## config.mk

```make
export PLATFORM = sky130hd
export DESIGN_NAME = vc_output_arb_flat
export DESIGN_NICKNAME = d
export VERILOG_FILES = /design/src/rtl/ravenoc_pkg.sv /design/src/rtl/vc_output_arb_if.sv /design/src/rtl/vc_output_arb_prio_enc.sv /design/src/rtl/vc_output_arb.sv /design/src/flat_wrapper.sv
export SDC_FILE = /design/constraint.sdc
export NUM_CORES = 1
export LEC_CHECK = 0
export CORE_MARGIN = 2
export CORE_UTILIZATION = 34
export CTS_CLUSTER_DIAMETER = 30
export DETAILED_ROUTE_END_ITERATION = 7
export GPL_TIMING_DRIVEN = 0
export PLACE_DENSITY = 0.88
export SLEW_MARGIN = 40
export SYNTH_ARGS = -nofsm -noshare
export SYNTH_HDL_FRONTEND = slang
export SYNTH_SLANG_ARGS = --single-unit
```

## constraint.sdc

```tcl
create_clock -name clk -period 2.6 [get_ports clk]
set_input_delay 0.39 -clock clk [delete_from_list [all_inputs] [get_ports clk]]
set_output_delay 0.39 -clock clk [all_outputs]
set_load 0.05 [all_outputs]
```

## src/rtl/ravenoc_pkg.sv

```systemverilog
// Shared router types: flit layout, flit type encoding and VC sizing.
// Also carries the state encoding of the VC output arbiter.
package ravenoc_pkg;

    localparam int unsigned N_VIRT_CHN      = 4;
    localparam int unsigned FLIT_WIDTH      = 34;
    localparam int unsigned VC_WIDTH        = $clog2(N_VIRT_CHN);
    localparam int unsigned PKT_SIZE_WIDTH  = 8;
    localparam int unsigned FLIT_DATA_WIDTH = FLIT_WIDTH - 2 - PKT_SIZE_WIDTH;

    localparam logic [PKT_SIZE_WIDTH-1:0] MIN_SIZE_FLIT = 'd1;

    typedef enum logic [1:0] {
        HEAD_FLIT = 2'd0,
        BODY_FLIT = 2'd1,
        TAIL_FLIT = 2'd2
    } flit_type_t;

    typedef struct packed {
        flit_type_t                  type_f;
        logic [PKT_SIZE_WIDTH-1:0]   pkt_size;
        logic [FLIT_DATA_WIDTH-1:0]  data;
    } s_flit_head_data_t;

    typedef enum logic [0:0] {
        ARB_IDLE   = 1'b0,
        ARB_LOCKED = 1'b1
    } arb_state_t;

endpackage

```

## src/rtl/vc_output_arb_if.sv

```systemverilog
// Bundle of the per-VC input stream and the single registered output stream.
// Signal suffixes are from the arbiter's point of view.
interface vc_output_arb_if;

    logic [ravenoc_pkg::N_VIRT_CHN-1:0][ravenoc_pkg::FLIT_WIDTH-1:0] fdata_i;
    logic [ravenoc_pkg::N_VIRT_CHN-1:0]                              valid_i;
    logic [ravenoc_pkg::N_VIRT_CHN-1:0]                              ready_o;
    logic [ravenoc_pkg::FLIT_WIDTH-1:0]                              fdata_o;
    logic [ravenoc_pkg::VC_WIDTH-1:0]                                vc_id_o;
    logic                                                            valid_o;
    logic                                                            ready_i;
    logic                                                            err_o;

    // Arbiter side.
    modport slave (
        input  fdata_i, valid_i, ready_i,
        output ready_o, fdata_o, vc_id_o, valid_o, err_o
    );

    // VC buffers plus router control side.
    modport master (
        output fdata_i, valid_i, ready_i,
        input  ready_o, fdata_o, vc_id_o, valid_o, err_o
    );

endinterface

```

## src/rtl/vc_output_arb_prio_enc.sv

```systemverilog
// Fixed-priority encoder: the highest set request index wins.
// Gives both the index and the one-hot form of the winner.
module prio_enc #(
    parameter int unsigned N = 4,
    localparam int unsigned IdxW = (N > 1) ? $clog2(N) : 1
) (
    input  logic [N-1:0]    req_i,
    output logic [N-1:0]    gnt_oh_o,
    output logic [IdxW-1:0] gnt_idx_o,
    output logic            any_o
);

    always_comb begin
        gnt_idx_o = '0;
        // Ascending scan so the last (highest) hit overrides lower ones.
        for (int i = 0; i < int'(N); i++) begin
            if (req_i[i]) begin
                gnt_idx_o = IdxW'(i);
            end
        end
    end

    always_comb begin
        any_o    = |req_i;
        gnt_oh_o = '0;
        if (any_o) begin
            gnt_oh_o[gnt_idx_o] = 1'b1;
        end
    end

endmodule

```

## src/rtl/vc_output_arb.sv

```systemverilog
// Picks one VC buffer output (highest index wins), holds the grant for a whole
// multi-flit packet and presents the flit through a registered valid/ready stage.
module vc_output_arb
    import ravenoc_pkg::*;
(
    input  logic            clk,
    input  logic            arst,
    vc_output_arb_if.slave  bus
);

    arb_state_t               state_q, state_d;
    logic [VC_WIDTH-1:0]      lock_vc_q, lock_vc_d;

    logic [FLIT_WIDTH-1:0]    fdata_q;
    logic [VC_WIDTH-1:0]      vc_id_q;
    logic                     valid_q;
    logic                     err_q;

    logic [N_VIRT_CHN-1:0]    enc_oh;
    logic [VC_WIDTH-1:0]      enc_idx;
    logic                     enc_any;

    logic [N_VIRT_CHN-1:0]    ready;
    logic [VC_WIDTH-1:0]      gnt;
    logic                     load_ok;
    logic                     xfer;
    logic                     fwd;
    logic                     err_d;
    s_flit_head_data_t        flit;

    prio_enc #(
        .N (N_VIRT_CHN)
    ) u_prio_enc (
        .req_i     (bus.valid_i),
        .gnt_oh_o  (enc_oh),
        .gnt_idx_o (enc_idx),
        .any_o     (enc_any)
    );

    // Grant and per-VC pop. While locked only the locked VC may be popped.
    always_comb begin
        load_ok = ~valid_q | bus.ready_i;
        ready   = '0;
        if (state_q == ARB_LOCKED) begin
            gnt               = lock_vc_q;
            ready[lock_vc_q]  = load_ok;
        end else begin
            gnt   = enc_idx;
            ready = enc_any ? (enc_oh & {N_VIRT_CHN{load_ok}}) : '0;
        end
        xfer = |(bus.valid_i & ready);
        flit = s_flit_head_data_t'(bus.fdata_i[gnt]);
    end

    always_comb begin
        state_d   = state_q;
        lock_vc_d = lock_vc_q;
        fwd       = 1'b0;
        err_d     = 1'b0;
        if (xfer) begin
            unique case (state_q)
                ARB_IDLE: begin
                    if (flit.type_f == HEAD_FLIT) begin
                        fwd = 1'b1;
                        if (flit.pkt_size != MIN_SIZE_FLIT) begin
                            state_d   = ARB_LOCKED;
                            lock_vc_d = gnt;
                        end
                    end else begin
                        // Orphan body/tail: pop and drop it.
                        err_d = 1'b1;
                    end
                end
                ARB_LOCKED: begin
                    fwd = 1'b1;
                    if (flit.type_f == TAIL_FLIT) begin
                        state_d = ARB_IDLE;
                    end else if (flit.type_f != BODY_FLIT) begin
                        // Stray head inside a packet: keep it flowing, keep the lock.
                        err_d = 1'b1;
                    end
                end
                default: ;
            endcase
        end
    end

    always_ff @(posedge clk or posedge arst) begin
        if (arst) begin
            state_q   <= ARB_IDLE;
            lock_vc_q <= '0;
            fdata_q   <= '0;
            vc_id_q   <= '0;
            valid_q   <= 1'b0;
            err_q     <= 1'b0;
        end else begin
            state_q   <= state_d;
            lock_vc_q <= lock_vc_d;
            err_q     <= err_d;
            if (fwd) begin
                fdata_q <= flit;
                vc_id_q <= gnt;
                valid_q <= 1'b1;
            end else if (bus.ready_i) begin
                valid_q <= 1'b0;
            end
        end
    end

    assign bus.ready_o = ready;
    assign bus.fdata_o = fdata_q;
    assign bus.vc_id_o = vc_id_q;
    assign bus.valid_o = valid_q;
    assign bus.err_o   = err_q;

endmodule

```

## src/flat_wrapper.sv

```systemverilog
// flat-port wrapper written by rule: the top's interface ports become plain ports
module vc_output_arb_flat import ravenoc_pkg::*;
  (clk, arst, bus_fdata_i, bus_valid_i, bus_ready_i, bus_ready_o, bus_fdata_o, bus_vc_id_o, bus_valid_o, bus_err_o);
  vc_output_arb_if bus_i ();
  input  logic clk;
  input  logic arst;
  input wire logic [$bits(bus_i.fdata_i)-1:0] bus_fdata_i;
  input wire logic [$bits(bus_i.valid_i)-1:0] bus_valid_i;
  input wire logic [$bits(bus_i.ready_i)-1:0] bus_ready_i;
  output wire logic [$bits(bus_i.ready_o)-1:0] bus_ready_o;
  output wire logic [$bits(bus_i.fdata_o)-1:0] bus_fdata_o;
  output wire logic [$bits(bus_i.vc_id_o)-1:0] bus_vc_id_o;
  output wire logic [$bits(bus_i.valid_o)-1:0] bus_valid_o;
  output wire logic [$bits(bus_i.err_o)-1:0] bus_err_o;
  assign bus_i.fdata_i = bus_fdata_i;
  assign bus_i.valid_i = bus_valid_i;
  assign bus_i.ready_i = bus_ready_i;
  assign bus_ready_o = bus_i.ready_o;
  assign bus_fdata_o = bus_i.fdata_o;
  assign bus_vc_id_o = bus_i.vc_id_o;
  assign bus_valid_o = bus_i.valid_o;
  assign bus_err_o = bus_i.err_o;
  vc_output_arb u_core (.clk(clk), .arst(arst), .bus(bus_i));
endmodule
```

---- Word level (Yosys, flattened, before mapping) ----
Cells that the tools add are included.
W data, S select, Z words.
storage, ports and cells
  register bits ........................... 41
  input port bits ......................... 143
  output and inout port bits .............. 42
  word-level logic and storage cells ...... 54
cells by class
  order comparisons ....................... 5
  eq/ne operators ......................... 3
  muxes and demuxes ....................... 27
  bitwise gates (word level) .............. 6
  reductions and logical operators ........ 7
operator list
  cell                  count
  $bmux W34 S2          1
  $mux W34              1
  $mux W1               14
  $and A4 B4 Y4         3
  $mux W4               3
  $lt A2 B3 Y1 const B  3
  $ne A8 B1 Y1 const B  1
  $reduce_or A4 Y1      2
  $mux W2               3
  $pmux W1 S2           3
  $demux W1 S2          2
  $ge A2 B1 Y1 const B  2
  $reduce_and A4 Y1     1
  $eq A2 B2 Y1 const B  1
  $logic_and A1 B1 Y1   2
  $logic_not A2 Y1      1
  $ne A2 B1 Y1 const B  1
  $not A1 Y1            2
  $reduce_bool A2 Y1    1
  $or A1 B1 Y1          1

---- Longest topological paths before layout ----
Gate-level depths: netlist of the first run.
  depth in word-level cells ............... 15
  mapped depth ............................ 14

---- Modules after synthesis ----
From an unflattened synthesis of the first run, not the netlist that was laid out.
second synthesis, totals
  cells, all modules ...................... 222
  area, all modules ....................... 2787.7 sq um
by module, submodules not included
  module         times used  cells an instance  area an instance (sq um)
  vc_output_arb  1           213                2737.6
  prio_enc       1           9                  50.0

---- Worst setup path after synthesis of the first run ----
No wires, ideal clock.
  path kind ............................... flip-flop to flip-flop
  start point ............................. register u_core.state_q
  end point ............................... register u_core.lock_vc_q[0]
  data arrival time ....................... 2532 ps
  required time ........................... 2472 ps
  setup slack ............................. -60 ps
  cell stages (with the launch flop) ...... 13
  buffers on the path ..................... 2
  period minus slack after synthesis ...... 2660 ps
  cells stage by stage .................... dfrtp_1 -> buf_2 -> or2_1 -> o21a_1 -> buf_2 -> a211oi_1 -> a31o_2 -> ha_1 -> nor2b_1 -> nand2_1 -> a21oi_1 -> a21boi_1 -> mux2_1
between the ends
  cells in the longest elaborated chain, start to end .. 5
  elaborated cells between the ends (all ways) .. 10
RTL lines
  element                                                  line                                      text
  from (decl)                                              vc_output_arb.sv:11                       arb_state_t state_q, state_d;
  from (signal assigned)                                   vc_output_arb.sv:97                       state_q <= state_d;
  $mux W2                                                  vc_output_arb.sv:44                       if (state_q == ARB_LOCKED) begin
  $bmux W34 S2                                             vc_output_arb.sv:52                       flit = s_flit_head_data_t'(bus.fdata_i[gnt]);
  $mux W34 (not written as such)                           vc_output_arb.sv:52
  $ne A8 B1 Y1 / $logic_not A2 Y1 (equally long branches)  vc_output_arb.sv:65, vc_output_arb.sv:63
  $reduce_and A4 Y1 (no line)                              --
  to (signal assigned)                                     vc_output_arb.sv:98                       lock_vc_q <= lock_vc_d;
  to (decl)                                                vc_output_arb.sv:12                       logic [VC_WIDTH-1:0] lock_vc_q, lock_vc_d;
Several ways; a longest one is shown, not always the timed one. The select of a mux whose other input is x is not followed.
A chain may end at the register's enable or synchronous reset.

---- Worst setup path after layout of the first run ----
  start point ............................. register u_core.state_q
  end point ............................... register u_core.fdata_q[14] (netlist: u_core.bus.fdata_o[14])
between the ends
  cells in the longest elaborated chain, start to end .. 7
  elaborated cells between the ends (all ways) .. 11
RTL lines
  element                         line                  text
  $mux W2                         vc_output_arb.sv:44
  $bmux W34 S2                    vc_output_arb.sv:52
  $mux W34 (not written as such)  vc_output_arb.sv:52
  $logic_not A2 Y1                vc_output_arb.sv:63   if (flit.type_f == HEAD_FLIT) begin
  $mux W1                         vc_output_arb.sv:63
  $pmux W1 S2                     vc_output_arb.sv:61   unique case (state_q)
  $mux W1                         vc_output_arb.sv:60   if (xfer) begin
  to (signal assigned)            vc_output_arb.sv:101  fdata_q <= flit;
  to (decl)                       vc_output_arb.sv:14   logic [FLIT_WIDTH-1:0] fdata_q;
Several ways; a longest one is shown, not always the timed one. The select of a mux whose other input is x is not followed.

==> impl_metrics.yaml, run 1 <==
logic_synthesis:
  synth.distinct_cells: 39
  synthesis.nets: 491
  synth_area_um2: 2930
  ys_seq_elements: 41
  yosysWarnings: 0
  avgSynthCellArea_um2: 8.45
  synth_cells: 346
  ys_seq_area_share_pct: 35.1
clocking:
  clk_latency_ns: 0.29
  cts.path.max_buffers: 2
  cts_hold_buf: 0
  clkTransAtPathRegs_ns: 0.09
  root_buffer: "clkbuf_8"
  htreeDepth: 2
  cts_buffers: 5
  cts_tree: "built"
  cts.sinks: 41
layout:
  drive_above_1_share_pct: 22.4
  stdcell_area_um2: 5780
  instances_no_fill: 676
  diodes: 0
  area_delta_synth_final_pct: 97.6
  layout.nets: 716
timing:
  holdWs_ns: 0.481
  fin_crit_sh_pct: 106
  skew_ns: 0.00996
  hold_viol: 0
  fmax_ghz: 0.363
  finalSetupViolations: 38
  period_needed_ns: 2.76
  drv_slew: 0
  slew_headroom_pct: 51.8
  rsz0062_at_grt: "true"
  fin_ws_ns: -0.156
  timing_worst_slew_pin_value_ns: 0.723
placed_design:
  port_buffers: 184
  dpl.hpwl_um: 8960
  post-place-cells: 635
  placed_cell_area_um2: 4910
  globalplace.congestion: 0.923
setup_path:
  arrival_ns: 2.94
  crit_slowest_cell: "dfrtp_1"
  cp_cell_sequence: "buf_6, or2_4, o21a_1, buf_6, a211oi_4, a31o_2, ha_4, nor2_2, a211o_1, buf_12, buf_8, clkbuf_16, a21o_1"
  cpPeakStageDelay_ns: 0.42
  crit_path_max_fanout: 8
  end_kind: "flip-flop"
  cp.required_ns: 2.78
  start_kind: "flip-flop"
  cp_common_cell: "buf_6"
  worstSetupPathType: "reg2reg"
global_routing:
  grt_usage_pct: 27.5
  antenna_found_initial: 0
  grt_first_pass_wirelength_um: 21100
  grt_pass1_vias: 4156
  overflow: 0
  grt_max_degree: 42
power:
  irDropWorstVdd_uv: 622
  p_int_mw: 3.98
  p_leak_nw: 2.50
  seqPwrFrac_pct: 15.3
  powerDensity_nw_per_um2: 1350
  total_power_mw: 7.78
  p_comb_share_pct: 79.2
  p_clk_share_pct: 5.6
  p_sw_share_pct: 48.8
  power.switching_mw: 3.80
flow_run:
  max_cap_violations: 0
floorplan:
  die_width_um: 96.8
  core_um2: 8260
  rows: 33
  initial_core_util_pct: 35.4
  dieArea_um2: 9360
  die_h_um: 96.8
  ios: 185
routing:
  viasPerCell: 5.67
  post-route-drc-count: 0
  drt_wl_total_um: 13200
  ant_nets: 0
  wl_per_cell_um: 19.5
  dr.pass1.iters: 4
  drt_iter0_drc: 172
  via_count: 3834
hold_path:
  hp-class: "reg2reg"
run_status:
  status: "finished with violations"
  violations: "setup timing"
-- worst paths after layout --
check | startpoint | endpoint | slack, ns | cells past startpoint
max | u_core.state_q | u_core.bus.fdata_o[14] | -0.16 | 13
min | u_core.bus.fdata_o[1] | u_core.bus.fdata_o[1] | 0.48 | 1
max reg2reg | u_core.state_q | u_core.bus.fdata_o[14] | -0.16 | 13
min reg2reg | u_core.bus.fdata_o[1] | u_core.bus.fdata_o[1] | 0.48 | 1
max in group asynchronous | arst | u_core.lock_vc_q[1] | 1.70 | 2
min in group asynchronous | arst | u_core.bus.fdata_o[9] | 0.52 | 2
-- kinds of logic (layout without fill, tap and decap cells) --
logic type / Yosys count / in the layout / synth area share (%)
simple gates: 137 / 137 / 23.0
compound gates: 122 / 122 / 32.2
flops: 41 / 41 / 35.1
buf+inv: 40 / 265 / 7.40
mux: 4 / 4 / 1.50
fa+ha+maj: 2 / 2 / 0.855
-- flip-flops by register name, summed over array words and instances, names as in the netlist --
signal              cells
u_core.bus.valid_o      1
u_core.bus.err_o        1
u_core.bus.vc_id_o      2
u_core.state_q          1
u_core.lock_vc_q        2
u_core.bus.fdata_o     34
-- per-stage QoR --
stage          utilization [%]  setup TNS, ns  setup slack (ns)
6_report                  70.0          -4.44            -0.156
5_1_grt                   70.0          -7.67            -0.229
4_1_cts                   68.7          -1.02           -0.0593
3_5_place_dp              59.4         -39.24             -1.00
3_3_place_gp              59.4         -35.88            -0.914
2_1_floorplan                -              0           0.00949
-- power groups by stage --
stage	Combinational, mW	Sequential [mW]	Clock [mW]
floorplan	2.06	2.19	0
global placement	4.46	1.17	0
detailed placement	4.55	1.18	0
CTS	5.85	1.18	0.434
global route	6.49	1.23	0.464
finish	6.16	1.19	0.432
-- cells in the mapped netlist --
| library cell | n | area, um2 |
|---|---|---|
| nor2_1 | 4 | 15.0 |
| a21oi_1 | 5 | 25.0 |
| a221oi_1 | 1 | 8.76 |
| nor3_1 | 1 | 5.00 |
| o32a_1 | 1 | 10.0 |
| or3_1 | 1 | 6.26 |
| a21o_1 | 34 | 255 |
| nand2_2 | 1 | 6.26 |
| o21ai_1 | 1 | 5.00 |
| a311oi_1 | 32 | 280 |
| a31o_2 | 1 | 8.76 |
| o2111ai_1 | 2 | 17.5 |
| or2_1 | 1 | 6.26 |
| o21ai_0 | 3 | 15.0 |
| mux2_1 | 3 | 33.8 |
| a2bb2oi_1 | 1 | 8.76 |
| mux2i_1 | 1 | 10.0 |
| buf_6 | 5 | 56.3 |
| nor4_1 | 4 | 25.0 |
| buf_2 | 11 | 55.1 |
| and2_1 | 2 | 12.5 |
| nand3b_1 | 1 | 7.51 |
| clkbuf_1 | 16 | 60.1 |
| a211o_1 | 1 | 8.76 |
| nor2b_1 | 3 | 18.8 |
| o21a_1 | 1 | 7.51 |
| a211oi_1 | 34 | 255 |
| buf_4 | 4 | 30.0 |
| nor4b_1 | 4 | 35.0 |
| a31oi_1 | 1 | 6.26 |
| nand2b_1 | 3 | 18.8 |
| a21boi_1 | 1 | 7.51 |
| or3b_2 | 1 | 8.76 |
| nand2_1 | 75 | 282 |
| o211ai_1 | 3 | 22.5 |
| inv_1 | 4 | 15.0 |
| dfrtp_1 | 41 | 1030 |
| ha_1 | 2 | 25.0 |
| and3_1 | 36 | 225 |
-- what timing repair did --
action,4_1_cts,5_1_grt
endpoints found under the setup margin,45,44
gates cloned,4,0
pin swaps,39,21
gates resized for setup,110,27
setup buffers,28,4
-- cell usage in the layout, fill, tap and decap left out, types with 8 or more instances in the layout --
cell type | netlist | final
buf_4 | 4 | 29
nand2_1 | 75 | 70
a211oi_1 | 34 | 32
a311oi_2 | 0 | 31
clkbuf_1 | 16 | 12
buf_6 | 5 | 10
buf_2 | 11 | 8
and3_1 | 36 | 35
dfrtp_1 | 41 | 40
clkdlybuf4s50_1 | 0 | 177
a21o_1 | 34 | 34
-- cell type report --
type / count / area, um2
Inverter: 4 / 17.5
Clock buffer: 7 / 86.3
Fill cell: 623 / 2480
Buffer: 35 / 328
Tap cell: 105 / 131
Timing Repair Buffer: 219 / 2160
Sequential cell: 41 / 1030
Multi-Input combinational cell: 265 / 2030
-- routing by layer --
layer	global-route usage [%]	vias up	routed length (um)
met1	31.6	1861	4960
li1	-	1750	-
met4	9.75	0	312
met5	0	-	0
met3	6.14	26	953
met2	49.9	197	6930
-- critical path, delay by kind of cell, from the launching register on --
family	cells	cell delay (ns)
AO/OA/AOI/OAI	5	1.05
adder cells (fa/ha/maj)	1	0.14
buffers and inverters	5	0.75
flip-flops	1	0.42
AND/OR/NAND/NOR	2	0.26
Note: power is estimated with default switching activity, not from simulation.
==> run 2: changes to the inputs <==
GPL_ROUTABILITY_DRIVEN = 0   (was not set)
MAX_ROUTING_LAYER = met4   (was not set)
==> run 2 against run 1 <==
  * The run still ends with setup timing left
  * Clock skew hardly changed
  * Non-clock buffer count did not move
  * Global-route usage is 0.78 points higher
  * Hold slack got worse by 0.0026 ns
  * Die area stayed put
  * First-iteration DRC count is 13% higher
  * Cell count unchanged
  * Sequential power barely moved
  * Count of clock-buffer cells in the layout stayed put
  * Core utilization unchanged
  * Critical path type unchanged
  * Largest cell class unchanged
==> impl_metrics.yaml, run 2 (synthesis results as in run 1) <==
timing:
  drv_slew: 0
  skew_ns: 0.0103
  fmax_ghz: 0.363
  period_needed_ns: 2.75
  finalSetupViolations: 38
  timing_worst_slew_pin_value_ns: 0.737
  holdWs_ns: 0.479
  slew_headroom_pct: 50.8
  rsz0062_at_grt: "true"
  fin_crit_sh_pct: 106
  hold_viol: 0
  setup_tns_ns: -4.42
  fin_ws_ns: -0.153
power:
  power.switching_mw: 3.80
  seqPwrFrac_pct: 15.3
  p_int_mw: 3.98
  irDropWorstVdd_uv: 622
  p_leak_nw: 2.50
  powerDensity_nw_per_um2: 1350
  p_sw_share_pct: 48.8
  p_comb_share_pct: 79.2
  total_power_mw: 7.78
  p_clk_share_pct: 5.5
global_routing:
  grt_usage_pct: 28.3
  antenna_found_initial: 0
  grt_first_pass_wirelength_um: 21000
  overflow: 0
  grt_pass1_vias: 4155
  grt_max_degree: 42
floorplan:
  initial_core_util_pct: 35.4
  core_um2: 8260
  die_h_um: 96.8
  ios: 185
  dieArea_um2: 9360
  die_width_um: 96.8
  rows: 33
setup_path:
  crit_path_max_fanout: 8
  worstSetupPathType: "reg2reg"
  crit_slowest_cell: "dfrtp_1"
  start_kind: "flip-flop"
  crit_buf_inv: 5
  cpPeakStageDelay_ns: 0.43
  cp_cell_sequence: "buf_6, or2_4, o21a_1, buf_6, a211oi_4, a31o_2, ha_4, nor2_2, a211o_1, buf_12, buf_8, clkbuf_16, a21o_1"
  cp_common_cell: "buf_6"
  cp.required_ns: 2.78
  end_kind: "flip-flop"
  critPathTopFamily: "compound AO/OA/AOI/OAI gates"
  arrival_ns: 2.93
routing:
  via_count: 3847
  dr.pass1.iters: 4
  wl_per_cell_um: 19.6
  drt_wl_total_um: 13200
  drt_iter0_drc: 195
  viasPerCell: 5.69
  post-route-drc-count: 0
  ant_nets: 0
clocking:
  clkTransAtPathRegs_ns: 0.09
  clk_latency_ns: 0.29
  cts_tree: "built"
  cts.path.max_buffers: 2
  root_buffer: "clkbuf_8"
  cts_buffers: 5
  htreeDepth: 2
  cts.sinks: 41
placed_design:
  port_buffers: 184
  dpl.hpwl_um: 8960
hold_path:
  hp-class: "reg2reg"
layout:
  drive_above_1_share_pct: 22.4
  area_delta_synth_final_pct: 97.6
  layout.nets: 716
  layout_commonest_cell: "clkdlybuf4s50_1"
  largest_register_ffs: 34
  final_cell_mix: "177 x clkdlybuf4s50_1, 70 x nand2_1, 40 x dfrtp_1"
  diodes: 0
run_status:
  status: "finished with violations"
  violations: "setup timing"
flow_run:
  max_cap_violations: 0
==> run 2: cell counts in the layout (fill, tap and decap cells not counted) <==
Identical to the previous run, type by type.
==> run 2: metrics by stage <==
stage | worst slack [ns] | util (%) | cell area [um2] | cells
2_1_floorplan | 0.00949 | - | 2930 | 346
3_3_place_gp | -0.914 | 59.4 | 4910 | 635
3_5_place_dp | -1.00 | 59.4 | 4910 | 635
4_1_cts | -0.0593 | 68.7 | 5680 | 673
5_1_grt | -0.222 | 70.0 | 5780 | 676
6_report | -0.153 | 70.0 | 5780 | 676
==> run 2: worst paths after layout <==
kind	slack, ns	cells after the start	endpoint	start
worst max-delay path	-0.15	13	u_core.bus.fdata_o[14]	u_core.state_q
worst min-delay path	0.48	1	u_core.bus.fdata_o[19]	u_core.bus.fdata_o[19]
worst max register to register	-0.15	13	u_core.bus.fdata_o[14]	u_core.state_q
worst min register to register	0.48	1	u_core.bus.fdata_o[19]	u_core.bus.fdata_o[19]
max in group asynchronous	1.69	2	u_core.lock_vc_q[1]	arst
min in group asynchronous	0.52	2	u_core.bus.fdata_o[24]	arst
==> run 2: per-layer routing <==
layer / part of all wire [%] / vias up / GRT usage [%] / routed length, um
met5: 0 / - / - / 0
met4: 2.4 / 0 / 9.75 / 318
met3: 6.4 / 28 / 5.27 / 847
met2: 53 / 193 / 49.9 / 6980
met1: 38 / 1874 / 32.1 / 5080
li1: - / 1752 / - / -
==> run 2: final cells by class <==
cell class	count	area, um2
Fill cell	623	2480
Timing Repair Buffer	219	2160
Multi-Input combinational cell	265	2030
Sequential cell	41	1030
Buffer	35	328
Tap cell	105	131
Clock buffer	7	86.3
Inverter	4	17.5
==> run 2: timing repair <==
| action | 4_1_cts | 5_1_grt |
|---|---|---|
| buffers inserted | 28 | 4 |
| cloned | 4 | 0 |
| pin swaps | 39 | 21 |
| hold buffers | 0 | 0 |
| endpoints found under the setup margin | 45 | 44 |
| resized for setup | 110 | 27 |
==> run 2: power groups by stage <==
stage	combinational, mW	clock, mW	sequential (mW)
after CTS	5.85	0.434	1.18
after global placement	4.46	0	1.17
final	6.16	0.430	1.19
after floorplan	2.06	0	2.19
after global routing	6.49	0.464	1.23
after detailed placement	4.55	0	1.18
